==> src/rtl/lk_pkg.sv <==
`default_nettype none
// ============================================================================
// Module  : lk_pkg
// Brief   : Shared types, defaults and saturating add for the LK window path.
// Revision: 1.0  initial release
// ============================================================================
package lk_pkg;

    localparam int c_sumd_int_default = 6;
    // Wide enough that any SUMD_INT-bit operand pair adds without wrapping.
    localparam int c_sat_w            = 16;

    typedef enum logic [2:0] {
        ST_IDLE       = 3'd0,
        ST_FILL       = 3'd1,
        ST_LOAD       = 3'd2,
        ST_READ       = 3'd3,
        ST_WAIT_DELTA = 3'd4,
        ST_UPDATE     = 3'd5,
        ST_DONE       = 3'd6
    } lk_state_t;

    function automatic logic signed [c_sat_w-1:0] sat_add(
        input logic signed [c_sat_w-1:0] a,
        input logic signed [c_sat_w-1:0] b,
        input logic signed [c_sat_w-1:0] lim
    );
        logic signed [c_sat_w-1:0] s;
        s = a + b;
        if (s > lim)
            return lim;
        else if (s < -lim)
            return -lim;
        else
            return s;
    endfunction

endpackage
`default_nettype wire

==> src/rtl/lk_window_sequencer_if.sv <==
`default_nettype none
// ============================================================================
// Module  : lk_window_sequencer_if
// Brief   : Row-buffer and solver signals between the sequencer and its peers.
// Revision: 1.0  initial release
// ============================================================================
interface lk_window_sequencer_if #(
    parameter int SUMD_INT = 6
) ();
    logic                       fifo_clr;
    logic                       fifo_w_en;
    logic                       fifo_load_addr;
    logic                       fifo_r_en;
    logic                       fifo_full;
    logic                       fifo_window_done;
    logic signed [SUMD_INT-1:0] sum_dr;
    logic signed [SUMD_INT-1:0] sum_dc;
    logic                       delta_valid;
    logic signed [SUMD_INT-1:0] delta_dr;
    logic signed [SUMD_INT-1:0] delta_dc;

    modport master (
        output fifo_clr, fifo_w_en, fifo_load_addr, fifo_r_en, sum_dr, sum_dc,
        input  fifo_full, fifo_window_done, delta_valid, delta_dr, delta_dc
    );

    modport slave (
        input  fifo_clr, fifo_w_en, fifo_load_addr, fifo_r_en, sum_dr, sum_dc,
        output fifo_full, fifo_window_done, delta_valid, delta_dr, delta_dc
    );
endinterface
`default_nettype wire

==> src/rtl/lk_win_watchdog.sv <==
`default_nettype none
// ============================================================================
// Module  : lk_win_watchdog
// Brief   : Counts read-enable cycles of one window; flags a missing completion.
// Revision: 1.0  initial release
// ============================================================================
module lk_win_watchdog #(
    parameter int WIN_CYCLES = 49
) (
    input  wire logic clk,
    input  wire logic rst,
    input  wire logic i_active,
    input  wire logic i_window_done,
    input  wire logic i_clr,
    output logic      o_timeout,
    output logic      o_win_err
);
    // Two cycles of slack beyond the nominal window before giving up.
    localparam int c_limit = WIN_CYCLES + 2;
    localparam int c_cnt_w = $clog2(c_limit + 1);

    logic [c_cnt_w-1:0] r_cnt;

    always_ff @(posedge clk or posedge rst) begin
        if (rst)
            r_cnt <= '0;
        else if (i_active)
            r_cnt <= r_cnt + 1'b1;
        else
            r_cnt <= '0;
    end

    assign o_timeout = i_active & ~i_window_done & (r_cnt == c_cnt_w'(c_limit - 1));

    always_ff @(posedge clk or posedge rst) begin
        if (rst)
            o_win_err <= 1'b0;
        else if (i_clr)
            o_win_err <= 1'b0;
        else if (o_timeout)
            o_win_err <= 1'b1;
    end
endmodule
`default_nettype wire

==> src/rtl/lk_window_sequencer.sv <==
`default_nettype none
// ============================================================================
// Module  : lk_window_sequencer
// Brief   : Fill / load / read / update iteration controller for the LK window
//           buffer. Define LK_EARLY_EXIT_EN to stop on a zero update.
// Revision: 1.0  initial release
// ============================================================================
module lk_window_sequencer
    import lk_pkg::*;
#(
    parameter int SUMD_INT   = c_sumd_int_default,
    parameter int ROWS       = 33,
    parameter int COLS       = 33,
    parameter int MAX_ITER   = 5,
    parameter int MAX_DISP   = 12,
    parameter int WIN_CYCLES = 49
) (
    input  wire logic             clk,
    input  wire logic             rst,
    input  wire logic             start,
    input  wire logic             pix_valid,
    lk_window_sequencer_if.master bus,
    output logic [3:0]            iter_count,
    output logic                  busy,
    output logic                  done,
    output logic                  win_err
);
    localparam int c_pix_total = ROWS * COLS;
    localparam int c_pix_w     = $clog2(c_pix_total + 1);

    lk_state_t                  r_state, w_next;
    logic [c_pix_w-1:0]         r_pix_cnt;
    logic signed [SUMD_INT-1:0] r_sum_dr, r_sum_dc, r_delta_dr, r_delta_dc;
    logic [3:0]                 r_iter;
    logic w_accept, w_last_pix, w_timeout, w_exit;
    logic w_clr, w_w_en, w_load, w_r_en;

    assign w_accept   = (r_state == ST_FILL) & pix_valid & ~bus.fifo_full;
    assign w_last_pix = w_accept & (r_pix_cnt == c_pix_w'(c_pix_total - 1));

`ifdef LK_EARLY_EXIT_EN
    assign w_exit = ((r_iter + 4'd1) == 4'(MAX_ITER)) |
                    ((r_delta_dr == '0) && (r_delta_dc == '0));
`else
    assign w_exit = ((r_iter + 4'd1) == 4'(MAX_ITER));
`endif

    always_ff @(posedge clk or posedge rst) begin
        if (rst)
            r_state <= ST_IDLE;
        else
            r_state <= w_next;
    end

    always_comb begin
        w_next = r_state;
        w_clr  = 1'b0;
        w_w_en = 1'b0;
        w_load = 1'b0;
        w_r_en = 1'b0;
        case (r_state)
            ST_IDLE, ST_DONE: begin
                if (start) begin
                    w_clr  = 1'b1;
                    w_next = ST_FILL;
                end
            end
            ST_FILL: begin
                w_w_en = w_accept;
                if (w_last_pix)
                    w_next = ST_LOAD;
            end
            ST_LOAD: begin
                w_load = 1'b1;
                w_next = ST_READ;
            end
            ST_READ: begin
                w_r_en = 1'b1;
                if (bus.fifo_window_done || w_timeout)
                    w_next = ST_WAIT_DELTA;
            end
            ST_WAIT_DELTA: begin
                if (bus.delta_valid)
                    w_next = ST_UPDATE;
            end
            ST_UPDATE: w_next = w_exit ? ST_DONE : ST_LOAD;
            default:   w_next = ST_IDLE;
        endcase
    end

    always_ff @(posedge clk or posedge rst) begin
        if (rst) begin
            r_pix_cnt  <= '0;
            r_sum_dr   <= '0;
            r_sum_dc   <= '0;
            r_delta_dr <= '0;
            r_delta_dc <= '0;
            r_iter     <= '0;
        end else begin
            if (w_clr) begin
                r_pix_cnt  <= '0;
                r_sum_dr   <= '0;
                r_sum_dc   <= '0;
                r_delta_dr <= '0;
                r_delta_dc <= '0;
                r_iter     <= '0;
            end
            if (w_accept)
                r_pix_cnt <= r_pix_cnt + 1'b1;
            if ((r_state == ST_WAIT_DELTA) && bus.delta_valid) begin
                r_delta_dr <= bus.delta_dr;
                r_delta_dc <= bus.delta_dc;
            end
            // Sums only move here, so they are stable through LOAD and READ.
            if (r_state == ST_UPDATE) begin
                r_sum_dr <= SUMD_INT'(sat_add(c_sat_w'(r_sum_dr), c_sat_w'(r_delta_dr),
                                              c_sat_w'(MAX_DISP)));
                r_sum_dc <= SUMD_INT'(sat_add(c_sat_w'(r_sum_dc), c_sat_w'(r_delta_dc),
                                              c_sat_w'(MAX_DISP)));
                r_iter   <= r_iter + 4'd1;
            end
        end
    end

    lk_win_watchdog #(
        .WIN_CYCLES (WIN_CYCLES)
    ) u_watchdog (
        .clk           (clk),
        .rst           (rst),
        .i_active      (r_state == ST_READ),
        .i_window_done (bus.fifo_window_done),
        .i_clr         (w_clr),
        .o_timeout     (w_timeout),
        .o_win_err     (win_err)
    );

    assign bus.fifo_clr       = w_clr;
    assign bus.fifo_w_en      = w_w_en;
    assign bus.fifo_load_addr = w_load;
    assign bus.fifo_r_en      = w_r_en;
    assign bus.sum_dr         = r_sum_dr;
    assign bus.sum_dc         = r_sum_dc;
    assign iter_count         = r_iter;
    assign busy               = (r_state != ST_IDLE) && (r_state != ST_DONE);
    assign done               = (r_state == ST_DONE);
endmodule
`default_nettype wire

==> src/flat_wrapper.sv <==
// flat-port wrapper written by rule: the top's interface ports become plain ports
module lk_window_sequencer_flat import lk_pkg::*;
#(
    parameter int SUMD_INT   = c_sumd_int_default,
    parameter int ROWS       = 33,
    parameter int COLS       = 33,
    parameter int MAX_ITER   = 5,
    parameter int MAX_DISP   = 12,
    parameter int WIN_CYCLES = 49
)
  (clk, rst, start, pix_valid, iter_count, busy, done, win_err, bus_fifo_clr, bus_fifo_w_en, bus_fifo_load_addr, bus_fifo_r_en, bus_sum_dr, bus_sum_dc, bus_fifo_full, bus_fifo_window_done, bus_delta_valid, bus_delta_dr, bus_delta_dc);
  lk_window_sequencer_if #(.SUMD_INT(SUMD_INT)) bus_i ();
  input  wire logic clk;
  input  wire logic rst;
  input  wire logic start;
  input  wire logic pix_valid;
  output logic [3:0] iter_count;
  output logic busy;
  output logic done;
  output logic win_err;
  output wire logic [$bits(bus_i.fifo_clr)-1:0] bus_fifo_clr;
  output wire logic [$bits(bus_i.fifo_w_en)-1:0] bus_fifo_w_en;
  output wire logic [$bits(bus_i.fifo_load_addr)-1:0] bus_fifo_load_addr;
  output wire logic [$bits(bus_i.fifo_r_en)-1:0] bus_fifo_r_en;
  output wire logic [$bits(bus_i.sum_dr)-1:0] bus_sum_dr;
  output wire logic [$bits(bus_i.sum_dc)-1:0] bus_sum_dc;
  input wire logic [$bits(bus_i.fifo_full)-1:0] bus_fifo_full;
  input wire logic [$bits(bus_i.fifo_window_done)-1:0] bus_fifo_window_done;
  input wire logic [$bits(bus_i.delta_valid)-1:0] bus_delta_valid;
  input wire logic [$bits(bus_i.delta_dr)-1:0] bus_delta_dr;
  input wire logic [$bits(bus_i.delta_dc)-1:0] bus_delta_dc;
  assign bus_fifo_clr = bus_i.fifo_clr;
  assign bus_fifo_w_en = bus_i.fifo_w_en;
  assign bus_fifo_load_addr = bus_i.fifo_load_addr;
  assign bus_fifo_r_en = bus_i.fifo_r_en;
  assign bus_sum_dr = bus_i.sum_dr;
  assign bus_sum_dc = bus_i.sum_dc;
  assign bus_i.fifo_full = bus_fifo_full;
  assign bus_i.fifo_window_done = bus_fifo_window_done;
  assign bus_i.delta_valid = bus_delta_valid;
  assign bus_i.delta_dr = bus_delta_dr;
  assign bus_i.delta_dc = bus_delta_dc;
  lk_window_sequencer #(.SUMD_INT(SUMD_INT), .ROWS(ROWS), .COLS(COLS), .MAX_ITER(MAX_ITER), .MAX_DISP(MAX_DISP), .WIN_CYCLES(WIN_CYCLES)) u_core (.clk(clk), .rst(rst), .start(start), .pix_valid(pix_valid), .bus(bus_i), .iter_count(iter_count), .busy(busy), .done(done), .win_err(win_err));
endmodule
==> config.mk <==
export PLATFORM = sky130hd
export DESIGN_NAME = lk_window_sequencer_flat
export DESIGN_NICKNAME = d
export VERILOG_FILES = /design/src/rtl/lk_pkg.sv /design/src/rtl/lk_window_sequencer_if.sv /design/src/rtl/lk_win_watchdog.sv /design/src/rtl/lk_window_sequencer.sv /design/src/flat_wrapper.sv
export SDC_FILE = /design/constraint.sdc
export NUM_CORES = 1
export LEC_CHECK = 0
export BUFFER_PORTS_ARGS = -buffer_cell sky130_fd_sc_hd__buf_2
export CAP_MARGIN = 30
export CORE_ASPECT_RATIO = 0.8
export CORE_MARGIN = 2
export CORE_UTILIZATION = 35
export CTS_BUF_LIST = sky130_fd_sc_hd__clkbuf_4
export DETAILED_ROUTE_END_ITERATION = 7
export PLACE_DENSITY = 0.66
export SETUP_SLACK_MARGIN = 0.1
export SLEW_MARGIN = 10
export SYNTH_ARGS = -nofsm -noshare
export SYNTH_HDL_FRONTEND = slang
export SYNTH_SLANG_ARGS = --single-unit
==> constraint.sdc <==
create_clock -name clk -period 2.14 [get_ports clk]
set_clock_uncertainty 0.1 [all_clocks]
set_input_delay 0.107 -clock clk [delete_from_list [all_inputs] [get_ports clk]]
set_output_delay 0.107 -clock clk [all_outputs]
set_load 0.02 [all_outputs]
==> out/metrics.cfg <==
[placed_design]
placedCellCount = 499
dp_hpwl_um = 5480
pre_cts_ws_ns = -0.0752
gp_congestion = 0.813
io_buffers = 41

[floorplan]
start_util_pct = 36.3
dieArea_mm2 = 0.00964
die_y_um = 88.2
coreArea_mm2 = 0.00856
row_count = 30
io_pins = 42
die_x_um = 109

[timing]
hold_viol_final = 0
fmax_mhz = 447
timing.hold.ws_ns = 0.0230
setup_viol = 4
slew_viol_final = 0
finalWorstSetupSlack_ns = -0.0994
worst_pin_slew_ns = 0.650
fin_crit_sh_pct = 105
period_needed_ns = 2.24
max_slew_margin_pct = 56.6
rsz0062_at_grt = true

[clock_network]
cts_buffers = 5
path_clk_slew_ns = 0.19
clk_latency_ns = 0.40
cts_max_path_buffers = 2
cts_sinks = 49
cts_tree = built
root_buffer = clkbuf_4
cts.htree.levels = 2

[logic_synthesis]
synth_cell_types = 61
synth_ff_type = dfrtp_1
syn-num-nets = 375
ys_seq_elements = 49
async_flop_share_pct = 100
yosysTopAreaCell = dfrtp_1
synth_top_area_share_pct = 39.5
synth_commonest_cells = 49 x dfrtp_1, 44 x nand2_1, 29 x o21ai_0
synth-edff-count = 0
synth_most_common_cell = dfrtp_1
syn_inst = 336
synth_area_per_cell_um2 = 9.24
yosys-top-cells-area = dfrtp_1 40%, ha_1 7.3%, nand2_1 5.3%
syn_area_mm2 = 0.00310
ys_warn_count = 0
synth-seq-area-share_pct = 39.5

[grt]
grt_pass1_vias = 2849
grt_pass1_wl_um = 13400
antenna_found_initial = 0
grt_max_degree = 50
grt.total_usage_pct = 17.8
gr-total-overflow = 0

[cells_and_area]
stdcell_count = 537
areaGrowthSynthToFinish_pct = 33.7
diodes = 0
drive_gt1_share_pct = 35.1
final_nets = 463

[routing]
vias_per_cell = 5.25
drcViolationCount = 0
dr.pass1.iters = 4
drtIter0Drc = 180
dr_wl_met3_um = 264
wl_per_cell_um = 15.4
ant_nets = 0
drt_wl_total_um = 8270
dr.max_layer_used = met4
wl_met1_um = 3930
wl_met2_um = 3990
vias = 2819

[setup_path]
required_ns = 2.34
cp_cell_sequence = ha_4 -> inv_2 -> fa_2 -> nor2b_4 -> o21ai_2 -> xor2_2 -> buf_4 -> a211oi_1 -> a221oi_2
cp_slowest_cell = dfrtp_1
end_kind = flop
worstSetupPathType = reg -> reg
cp_slowest_stage_delay_ns = 0.44
path_max_fanout = 3
cp.arrival_ns = 2.44
start_kind = flop

[power]
p_leak_uw = 0.00192
irDropWorstVdd_v = 0.000363
pwr_density_cell_mw_per_mm2 = 1050

[run_status]
violations = negative setup slack
outcome = finished with violations

[worst_hold_path]
worstHoldPathType = in -> reg

[run]
drv_cap = 0

## layout make-up
cell class	instances	area [um^2]
fillers	829	4410
multi-input cells	257	2010
flip-flops and latches	49	1230
repair buffers	91	618
well taps	112	140
inverters	20	87.6
clock buffers	5	37.5
clock inverters	3	25.0
## sequential cells by signal, summed over array words and instances (netlist names)
name / cells
u_core.bus.sum_dc: 6
u_core.bus.sum_dr: 6
u_core.iter_count: 4
u_core.r_delta_dc: 6
u_core.r_delta_dr: 6
u_core.r_pix_cnt: 11
u_core.r_state: 3
u_core.u_watchdog.o_win_err: 1
u_core.u_watchdog.r_cnt: 6
## routing by layer
layer / track usage (%) / vias up
met3: 3.17 / 11
met5: 0 / -
met2: 29.7 / 52
met4: 5.18 / 0
met1: 23.7 / 1369
li1: - / 1387
## cells by family after synthesis
group	after synthesis	synth area share, %
and+or+nand+nor	134	23.0
AOI/OAI and AO/OA	85	18.7
DFF	49	39.5
buffers and inverters	30	4.68
adders and majority gates	20	8.55
xor gates and xnor gates	13	3.91
muxes	5	1.61
## final timing paths
kind                                            start                          to  slack [ns]  depth (start not counted)
max                              u_core.r_delta_dr[0]        u_core.bus.sum_dr[2]        -0.1                          9
min                                     bus_fifo_full         u_core.r_pix_cnt[3]        0.02                          3
max reg2reg                      u_core.r_delta_dr[0]        u_core.bus.sum_dr[2]        -0.1                          9
min reg2reg                u_core.u_watchdog.r_cnt[0]  u_core.u_watchdog.r_cnt[0]        0.40                          1
max in group asynchronous                         rst           u_core.r_state[2]        1.16                          4
min in group asynchronous                         rst        u_core.iter_count[3]        0.31                          4
## metrics by stage
stage / area (um^2) / TNS [ns] / util [%] / power, uW
2_1_floorplan: 3210 / 0 / - / 2720
3_3_place_gp: 3650 / 0 / 42.6 / 3310
3_5_place_dp: 3650 / -0.244 / 42.6 / 3360
6_report: 4150 / -0.265 / 48.5 / 4340
5_1_grt: 4150 / -0.911 / 48.5 / 4670
4_1_cts: 4040 / 0 / 47.2 / 4110
## critical path, delay by kind of cell, from the launching register on
family,cells,cell delay [ns]
XOR/XNOR,1,0.17
adder cells (fa/ha/maj),2,0.57
buffers and inverters,2,0.20
AND/OR/NAND/NOR,1,0.16
AO/OA/AOI/OAI,3,0.51
flip-flops,1,0.44
## placed cells by master, fill, tap and decap left out, drive strengths merged, types with 3 or more instances in the layout
cell type / n
buf: 76
clkbuf: 5
nand2b: 6
a311oi: 3
a221oi: 3
and3: 6
dlygate4sd3: 15
mux2i: 5
o31ai: 7
inv: 21
and2: 3
nand3: 12
o211ai: 3
a211oi: 4
o221ai: 3
nor2b: 7
nand3b: 3
xor2: 9
nand2: 44
ha: 18
nor3b: 4
nand4: 8
xnor2: 4
o21ai: 30
a31o: 3
dfrtp: 49
a21oi: 9
nor2: 27
a21o: 4
or2: 5
a31oi: 4
## power by group
part	switching (uW)	total [uW]	internal, uW
Sequential	203	1310	1110
Clock	365	503	137
Combinational	1400	2520	1120
Total	1970	4340	2360
## timing repair
item	in CTS	in global routing
endpoints found under the setup margin	11	12
hold endpoints to repair	63	0
resized for setup	25	13
setup buffers	9	6
pin swaps	10	10
hold buffers	15	0
(Power assumes the default switching activity.)
